===== src/rtl/debounce3.sv =====
// debounce3: three-channel synchronizer + debounce filter
// feeding the AND stage, with registered edge pulses.
module debounce3 #(
  parameter int DEBOUNCE_CYCLES = 4,
  parameter int CNT_W =
    (DEBOUNCE_CYCLES > 1) ? $clog2(DEBOUNCE_CYCLES) : 1
) (
  input  logic       clk,
  input  logic       reset_n,
  input  logic [2:0] sw_in,
  output logic [2:0] stable,
  output logic [2:0] rise,
  output logic [2:0] fall
);

  localparam logic [CNT_W-1:0] CNT_MAX =
    CNT_W'(DEBOUNCE_CYCLES - 1);

  logic [2:0]       s1;
  logic [2:0]       s2;
  logic [CNT_W-1:0] cnt   [3];
  logic [CNT_W-1:0] cnt_n [3];
  logic [2:0]       flip;

  // Two-flop synchronizer; metastability stays in s1.
  always_ff @(posedge clk or negedge reset_n) begin
    if (!reset_n) begin
      s1 <= '0;
      s2 <= '0;
    end else begin
      s1 <= sw_in;
      s2 <= s1;
    end
  end

  // Per-channel count of consecutive cycles s2 disagrees
  // with stable; flip once the disagreement is long enough.
  always_comb begin
    for (int i = 0; i < 3; i++) begin
      cnt_n[i] = '0;
      flip[i]  = 1'b0;
      if (s2[i] != stable[i]) begin
        if (cnt[i] == CNT_MAX) begin
          flip[i] = 1'b1;
        end else begin
          cnt_n[i] = cnt[i] + 1'b1;
        end
      end
    end
  end

  // Counter, level and edge-pulse registers per channel.
  always_ff @(posedge clk or negedge reset_n) begin
    if (!reset_n) begin
      for (int i = 0; i < 3; i++) begin
        cnt[i] <= '0;
      end
      stable <= '0;
      rise   <= '0;
      fall   <= '0;
    end else begin
      for (int i = 0; i < 3; i++) begin
        cnt[i] <= cnt_n[i];
      end
      stable <= stable ^ flip;
      rise   <= flip & s2;
      fall   <= flip & ~s2;
    end
  end

endmodule


===== config.mk =====
export PLATFORM = sky130hd
export DESIGN_NAME = debounce3
export DESIGN_NICKNAME = d
export VERILOG_FILES = /design/src/rtl/debounce3.sv
export SDC_FILE = /design/constraint.sdc
export NUM_CORES = 1
export LEC_CHECK = 0
export ABC_AREA = 1
export ABC_CLOCK_PERIOD_IN_PS = 1490
export CORE_ASPECT_RATIO = 1.2
export CORE_UTILIZATION = 45
export CTS_CLUSTER_DIAMETER = 200
export DETAILED_ROUTE_END_ITERATION = 8
export MAX_ROUTING_LAYER = met4
export PLACE_DENSITY = 0.71
export RECOVER_POWER = 50
export SYNTH_ARGS = -nofsm -noshare
export SYNTH_HDL_FRONTEND = slang
export SYNTH_SLANG_ARGS = --single-unit
export TNS_END_PERCENT = 1

===== constraint.sdc =====
create_clock -name clk -period 1.49 [get_ports clk]
set_clock_uncertainty 0.2 [all_clocks]
set_input_delay 0.298 -clock clk [delete_from_list [all_inputs] [get_ports clk]]
set_output_delay 0.298 -clock clk [all_outputs]
set_load 0.01 [all_outputs]

* Word-level counts from Yosys, hierarchy flattened
Index checks and enable logic that the tools add are counted.
** Word-level totals
- Output and inout port bits :: 9
- Register bits :: 21
- Input bits :: 5
** Cells by class
- Equality and inequality tests :: 6
- Muxes and demuxes :: 12
- Bitwise operators :: 4
- Add/sub/neg operators :: 3
** Operator list (count)
- $mux 2 :: 6
- $add 2x1->2 const B :: 3
- $and 3x3->3 :: 2
- $eq 2x2->1 const B :: 3
- $mux 1 :: 6
- $ne 1x1->1 :: 3
- $not 3->3 :: 1
- $xor 3x3->3 :: 1

* Logic depth before layout (Yosys ltp)
Gate-level depths: netlist (run 1).
- Word-level depth :: 4
- Mapped depth :: 4
- Depth with buffers taken out :: 4

* Least setup slack after synthesis (run 1)
Ideal clock, no wire load.
- Path kind :: register to register
- Start point :: register cnt[0] (netlist bit)
- End point :: register cnt[0] (netlist bit)
- Stages on the path, launching flop included :: 4
- Buffers on the path :: 0
- Setup time :: 0.071 ns
- Slack :: 0.378 ns
- Arrival time :: 0.841 ns
- Path through :: dfrtp_1 ha_1 or2_0 nor2_1
** RTL lines
- from (decl) :: RTL line 21 : logic [CNT_W-1:0] cnt [3];
- from (signal, indexed assignment) :: RTL line 63 : cnt[i] <= cnt_n[i];

* Worst setup path in the final report (run 1)
- Start point :: register rise[0]
- End point :: output rise[0]
** RTL lines
- from (decl) :: RTL line 12 : output logic [2:0] rise,
- from (signal assigned) :: RTL line 66 : rise <= flip & s2;
No word-level cell between the ends.

==> reports/metrics.cfg, run 1 <==
[status]
status = complete, no violations

[die]
start_util_pct = 49.4
die_h_um = 46.2
die_w_um = 38.8
num_rows = 15
core_area_mm2 = 0.00148
die-area_mm2 = 0.00179
ios = 14

[place]
place_congestion = 0.737
dp_hpwl_um = 776
io_buffers = 13
placed_cells = 97

[pwr]
power.internal_mw = 0.974
pwr-share-comb_pct = 28.1
p_leak_nw = 0.500
p_seq_share_pct = 53.2
max-vdd-ir-drop_mv = 0.890
p_per_area_mw_per_mm2 = 1500
total_power_mw = 1.39
switching_share_pct = 30.0
netSwitchingPower_mw = 0.417
power_frac_clock_pct = 18.7

[worst_setup_path]
crit_required_ns = 0.99
cp_max_fo = 1
r2r-start = cnt[0]
worstReg2RegEnd = cnt[0]
cp_cell_sequence = dlygate4sd2_1
path_buf_inv = 1
crit_path_end_kind = primary output
cp_top_family = flip-flops
crit_path_start_kind = flop
slowest_delay_ns = 0.37
crit_arrival_ns = 0.94
reg2reg_slack_ns = 0.30
path_class = reg2out
slowest_stage = dfrtp_1
worst-r2r-cell-count = 3

[clocking]
numCtsBuffers = 3
numClockSinks = 21
cts_tree = done
clk_pin_slew_ns = 0.11
insertion_delay_ns = 0.29
htree_levels = 1
cts-root-buf = clkbuf_4
clk_path_buf_depth = 2

[min_path]
min-delay-path-class = reg2reg
hold_start = s1[2]
hold-path-cell-count = 0
min_to = s2[2]

[run]
maxCapViolations = 0

[timing]
period_minus_slack_ns = 1.44
rsz0062_at_grt = false
slew_headroom_pct = 66.9
period_share_pct = 96.4
worst_pin_slew_ns = 0.497
tns_ns = 0
hold_violations = 0
final_max_slew_viol_count = 0
fmax_ghz = 0.697
setup_viol = 0

[global_route]
grt_antenna_before_repair = 0
overflow = 0
grt_util_all_layers_pct = 14.8
grt_max_degree = 22
grt_pass1_vias = 448
grt_pass1_wl_um = 1740

[route]
wl_met2_um = 513
drt-pass1-iter-count = 2
wl_um = 1000
vias = 476
routedWlPerCell_um = 9.80
drt_iter0_markers = 5
dr_wl_met3_um = 41
vias_per_cell = 4.67
ant_nets = 0
top_layer_used = met4
drc = 0
wl_met1_um = 434

[finish]
nets = 94
diodes = 0
drive_above_1_share_pct = 9.41
syn2layout_area_growth_pct = 26.5
fillerInstances = 136
layoutNonFillerInstCount = 102

[synth]
ys_seq_elements = 21
synth_area_per_cell_um2 = 11.3
syn_nets = 73
ys_seq_area_share_pct = 71.8
synth.distinct_cells = 10
ys_warn_count = 0
syn_area_um2 = 732
synth_cells = 65

[power groups by stage]
stage                     Combinational, mW  Sequential [mW]  Clock (mW)
after floorplan                       0.197            0.778           0
after global placement                0.391            0.749           0
after detailed placement              0.410            0.754           0
after CTS                             0.377            0.740       0.270
after global routing                  0.455            0.755       0.297
final                                 0.391            0.740       0.261
[metal layers]
layer  up-vias  GRT usage, %
met3         2          4.35
met5         -             -
met2        12          24.0
li1        236             -
met4         0          6.21
met1       226          16.9
[worst max path at each step]
| stage | startpoint | end | slack, ns | cells past startpoint |
|---|---|---|---|---|
| detailed placement | flop | stable[1] | 0.11 | 1 |
| CTS | flop | stable[1] | 0.004 | 1 |
| floorplan | cnt[0] | cnt[0] | 0.38 | 3 |
| finish | rise[0] | rise[0] | 0.05 | 1 |
| global placement | flop | stable[0] | 0.12 | 1 |
| global route | flop | stable[0] | 0.007 | 1 |
[repair_timing]
| item | in CTS | in global routing |
|---|---|---|
| pin swaps | 0 | 0 |
| resized for setup | 9 | 6 |
| setup buffers | 0 | 1 |
| hold buffers | 0 | 0 |
| setup endpoints to repair | 9 | 6 |
[Yosys cell counts]
library cell | n | area share [%]
or2_0 | 1 | 0.86
a21oi_1 | 4 | 2.7
nand2_1 | 12 | 6.2
inv_2 | 1 | 0.51
o21ai_0 | 3 | 2.1
nor2_1 | 7 | 3.6
and3_2 | 1 | 1.0
inv_1 | 12 | 6.2
ha_1 | 3 | 5.1
dfrtp_1 | 21 | 72
[cell type report]
cell class	instances	area, um^2	share of cell area [%]
Sequential cell	21	526	56.8
Clock buffer	4	26.3	2.84
Multi-Input combinational cell	31	158	17.0
Timing Repair Buffer	16	146	15.8
Inverter	13	48.8	5.27
Tap cell	17	21.3	2.30
[cell usage in the layout, fill, tap and decap left out]
cell type,n
nand2_1,12
dlygate4sd2_1,3
a21oi_1,4
dfrtp_1,21
inv_1,12
dlygate4sd3_1,4
o21ai_0,3
ha_1,3
or2_0,1
clkdlybuf4s15_1,6
clkbuf_4,3
buf_4,2
clkbuf_1,1
nor2_1,7
and3_2,1
inv_2,1
clkbuf_2,1
[metrics by stage]
step	setup slack [ns]	util, %	instance area [um^2]	hold WS (ns)
5_1_grt	0.00695	62.4	926	0.169
3_5_place_dp	0.111	60.6	898	0.136
6_report	0.0543	62.4	926	0.158
3_3_place_gp	0.120	60.6	898	0.133
4_1_cts	0.00415	61.6	913	0.158
2_1_floorplan	0.378	-	732	-0.198
[logic make-up after synthesis]
logic type,synth area share (%)
and+or+nand+nor,11.6
AOI/OAI and AO/OA,4.79
adders and majority gates,5.13
buffers and inverters,6.67
DFF,71.8
Power figures use the tool's default switching activity.
==> inputs of run 2 (changes only) <==
ABC_CLOCK_PERIOD_IN_PS = 1700   (was 1490)
CORE_MARGIN = 10   (was unset)
clock period = 1.7 ns   (was 1.49 ns; I/O delays follow)
==> reports/metrics.cfg, run 2 (synthesis results as in run 1) <==
[status]
status = complete, no violations

[min_path]
hold_start = s1[0]
min_to = s2[0]
hold-path-cell-count = 0  ; unchanged
min-delay-path-class = reg2reg

[finish]
diodes = 0  ; unchanged
mostFrequentLayoutCells = dfrtp_1, inv_1, nand2_1, dlygate4sd2_1, nor2_1
postLayoutCoreUtil_pct = 61.4  ; -1.0 points
drive_above_1_share_pct = 8.33  ; -1.1 points
layoutNonFillerInstCount = 101  ; -0.98%
syn2layout_area_growth_pct = 24.4
layout_commonest_cell = dfrtp_1
nets = 93  ; -1.1%

[die]
die_h_um = 64.2  ; +39%
core_area_mm2 = 0.00148  ; unchanged
start_util_pct = 49.4  ; unchanged
num_rows = 15  ; unchanged
die-area_mm2 = 0.00365  ; +100%
ios = 14  ; unchanged
die_w_um = 56.8  ; +46%

[global_route]
use_met2_pct = 11.0  ; -13 points
grt_pass1_vias = 495  ; +10%
grt_antenna_before_repair = 0  ; unchanged
grt.busiest_layer = met2
met3_usage_pct = 2.37  ; -2.0 points
grt_util_all_layers_pct = 6.92  ; -7.9 points
overflow = 0  ; unchanged
grt.met1_usage_pct = 7.14  ; -9.7 points
grt_max_degree = 22  ; unchanged
grt_pass1_wl_um = 2030  ; +17%

[route]
vias = 480  ; +0.84%
drt-pass1-iter-count = 4  ; +2
drt_iter0_markers = 8  ; +3
ant_nets = 0  ; unchanged
vias_per_cell = 4.75  ; +1.8%
routedWlPerCell_um = 10.8  ; +10%
drc = 0  ; unchanged
wl_um = 1090  ; +9.1%

[worst_setup_path]
cp_max_fo = 3  ; +2
crit_arrival_ns = 1.00  ; +0.06 ns
cp_cell_sequence = dlygate4sd2_1
crit_required_ns = 1.16  ; +0.17 ns
worstReg2RegEnd = cnt[0]
slowest_stage = dfrtp_1
crit_path_start_kind = flop
path_buf_inv = 1  ; unchanged
crit_path_end_kind = primary output
cp_top_family = flip-flops
worst-r2r-cell-count = 3  ; unchanged
slowest_delay_ns = 0.41  ; +0.04 ns
r2r-start = cnt[0]
path_class = reg2out
reg2reg_slack_ns = 0.52  ; +0.22 ns

[clocking]
clk_pin_slew_ns = 0.10  ; about the same
numCtsBuffers = 3  ; unchanged
clk_path_buf_depth = 2  ; unchanged
cts_tree = done
htree_levels = 1  ; unchanged
numClockSinks = 21  ; unchanged
insertion_delay_ns = 0.29  ; about the same
cts-root-buf = clkbuf_4

[timing]
slew_headroom_pct = 67.9  ; +1.0 points
final_max_slew_viol_count = 0  ; unchanged
rsz0062_at_grt = false
period_share_pct = 90.4
hold_violations = 0  ; unchanged
fmax_ghz = 0.651
worst_pin_slew_ns = 0.482  ; -0.0150 ns
period_minus_slack_ns = 1.54
tns_ns = 0  ; unchanged
setup_viol = 0  ; unchanged

[run]
maxCapViolations = 0  ; unchanged

[place]
placed_cells = 96  ; -1.0%
place_congestion = 0.770  ; +4.5%
dp_hpwl_um = 857  ; +10%
io_buffers = 13  ; unchanged

[pwr]
max-vdd-ir-drop_mv = 0.827  ; -7.1%
p_per_area_mw_per_mm2 = 1310  ; -13%
p_leak_nw = 0.511  ; +2.2%

-- run 2: changes by cell type in the layout (fill, tap and decap cells not counted) --
cell / delta
clkdlybuf4s15_1: -6
buf_4: -1
dlygate4sd2_1: +6
-- run 2: through the flow --
stage                     area [um^2]  setup slack, ns  hold WS [ns]  power, mW
after floorplan                   732            0.588        -0.156      0.855
after global placement            891            0.219         0.133      0.989
after detailed placement          891            0.195         0.137       1.01
after CTS                         913            0.144         0.162       1.22
after global routing              911            0.112         0.173       1.30
final                             911            0.163         0.160       1.20
-- run 2: power by group --
part | total [mW] | switching, mW | internal (mW)
Combinational | 0.321 | 0.180 | 0.141
Sequential | 0.653 | 0.0508 | 0.602
Clock | 0.223 | 0.132 | 0.0913
-- run 2: per-layer routing --
metal | part of all wire, % | wire length [um] | vias up
met3 | 6.5 | 71 | 4
met1 | 42 | 459 | 230
met4 | 1.9 | 21 | 0
met2 | 49 | 539 | 13
met5 | 0 | 0 | -
li1 | - | - | 233
-- run 2: layout make-up --
type	count	area, um^2
Timing Repair Buffer	15	131
Tap cell	17	21.3
Multi-Input combinational cell	31	158
Inverter	13	48.8
Sequential cell	21	526
Clock buffer	4	26.3
Fill cell	136	572
-- run 2: repair_timing --
action,in CTS,in global routing
endpoints found under the setup margin,9,0
hold buffers,0,0
gates resized for setup,9,0
buffers inserted,1,0
-- run 2: worst max path at each step --
stage | startpoint | end | slack, ns | cells after the start
global route | flop | stable[0] | 0.11 | 1
global placement | flop | stable[2] | 0.22 | 1
finish | flop | stable[0] | 0.16 | 1
detailed placement | flop | stable[2] | 0.20 | 1
floorplan | cnt[0] | cnt[0] | 0.59 | 3
CTS | flop | stable[0] | 0.14 | 1
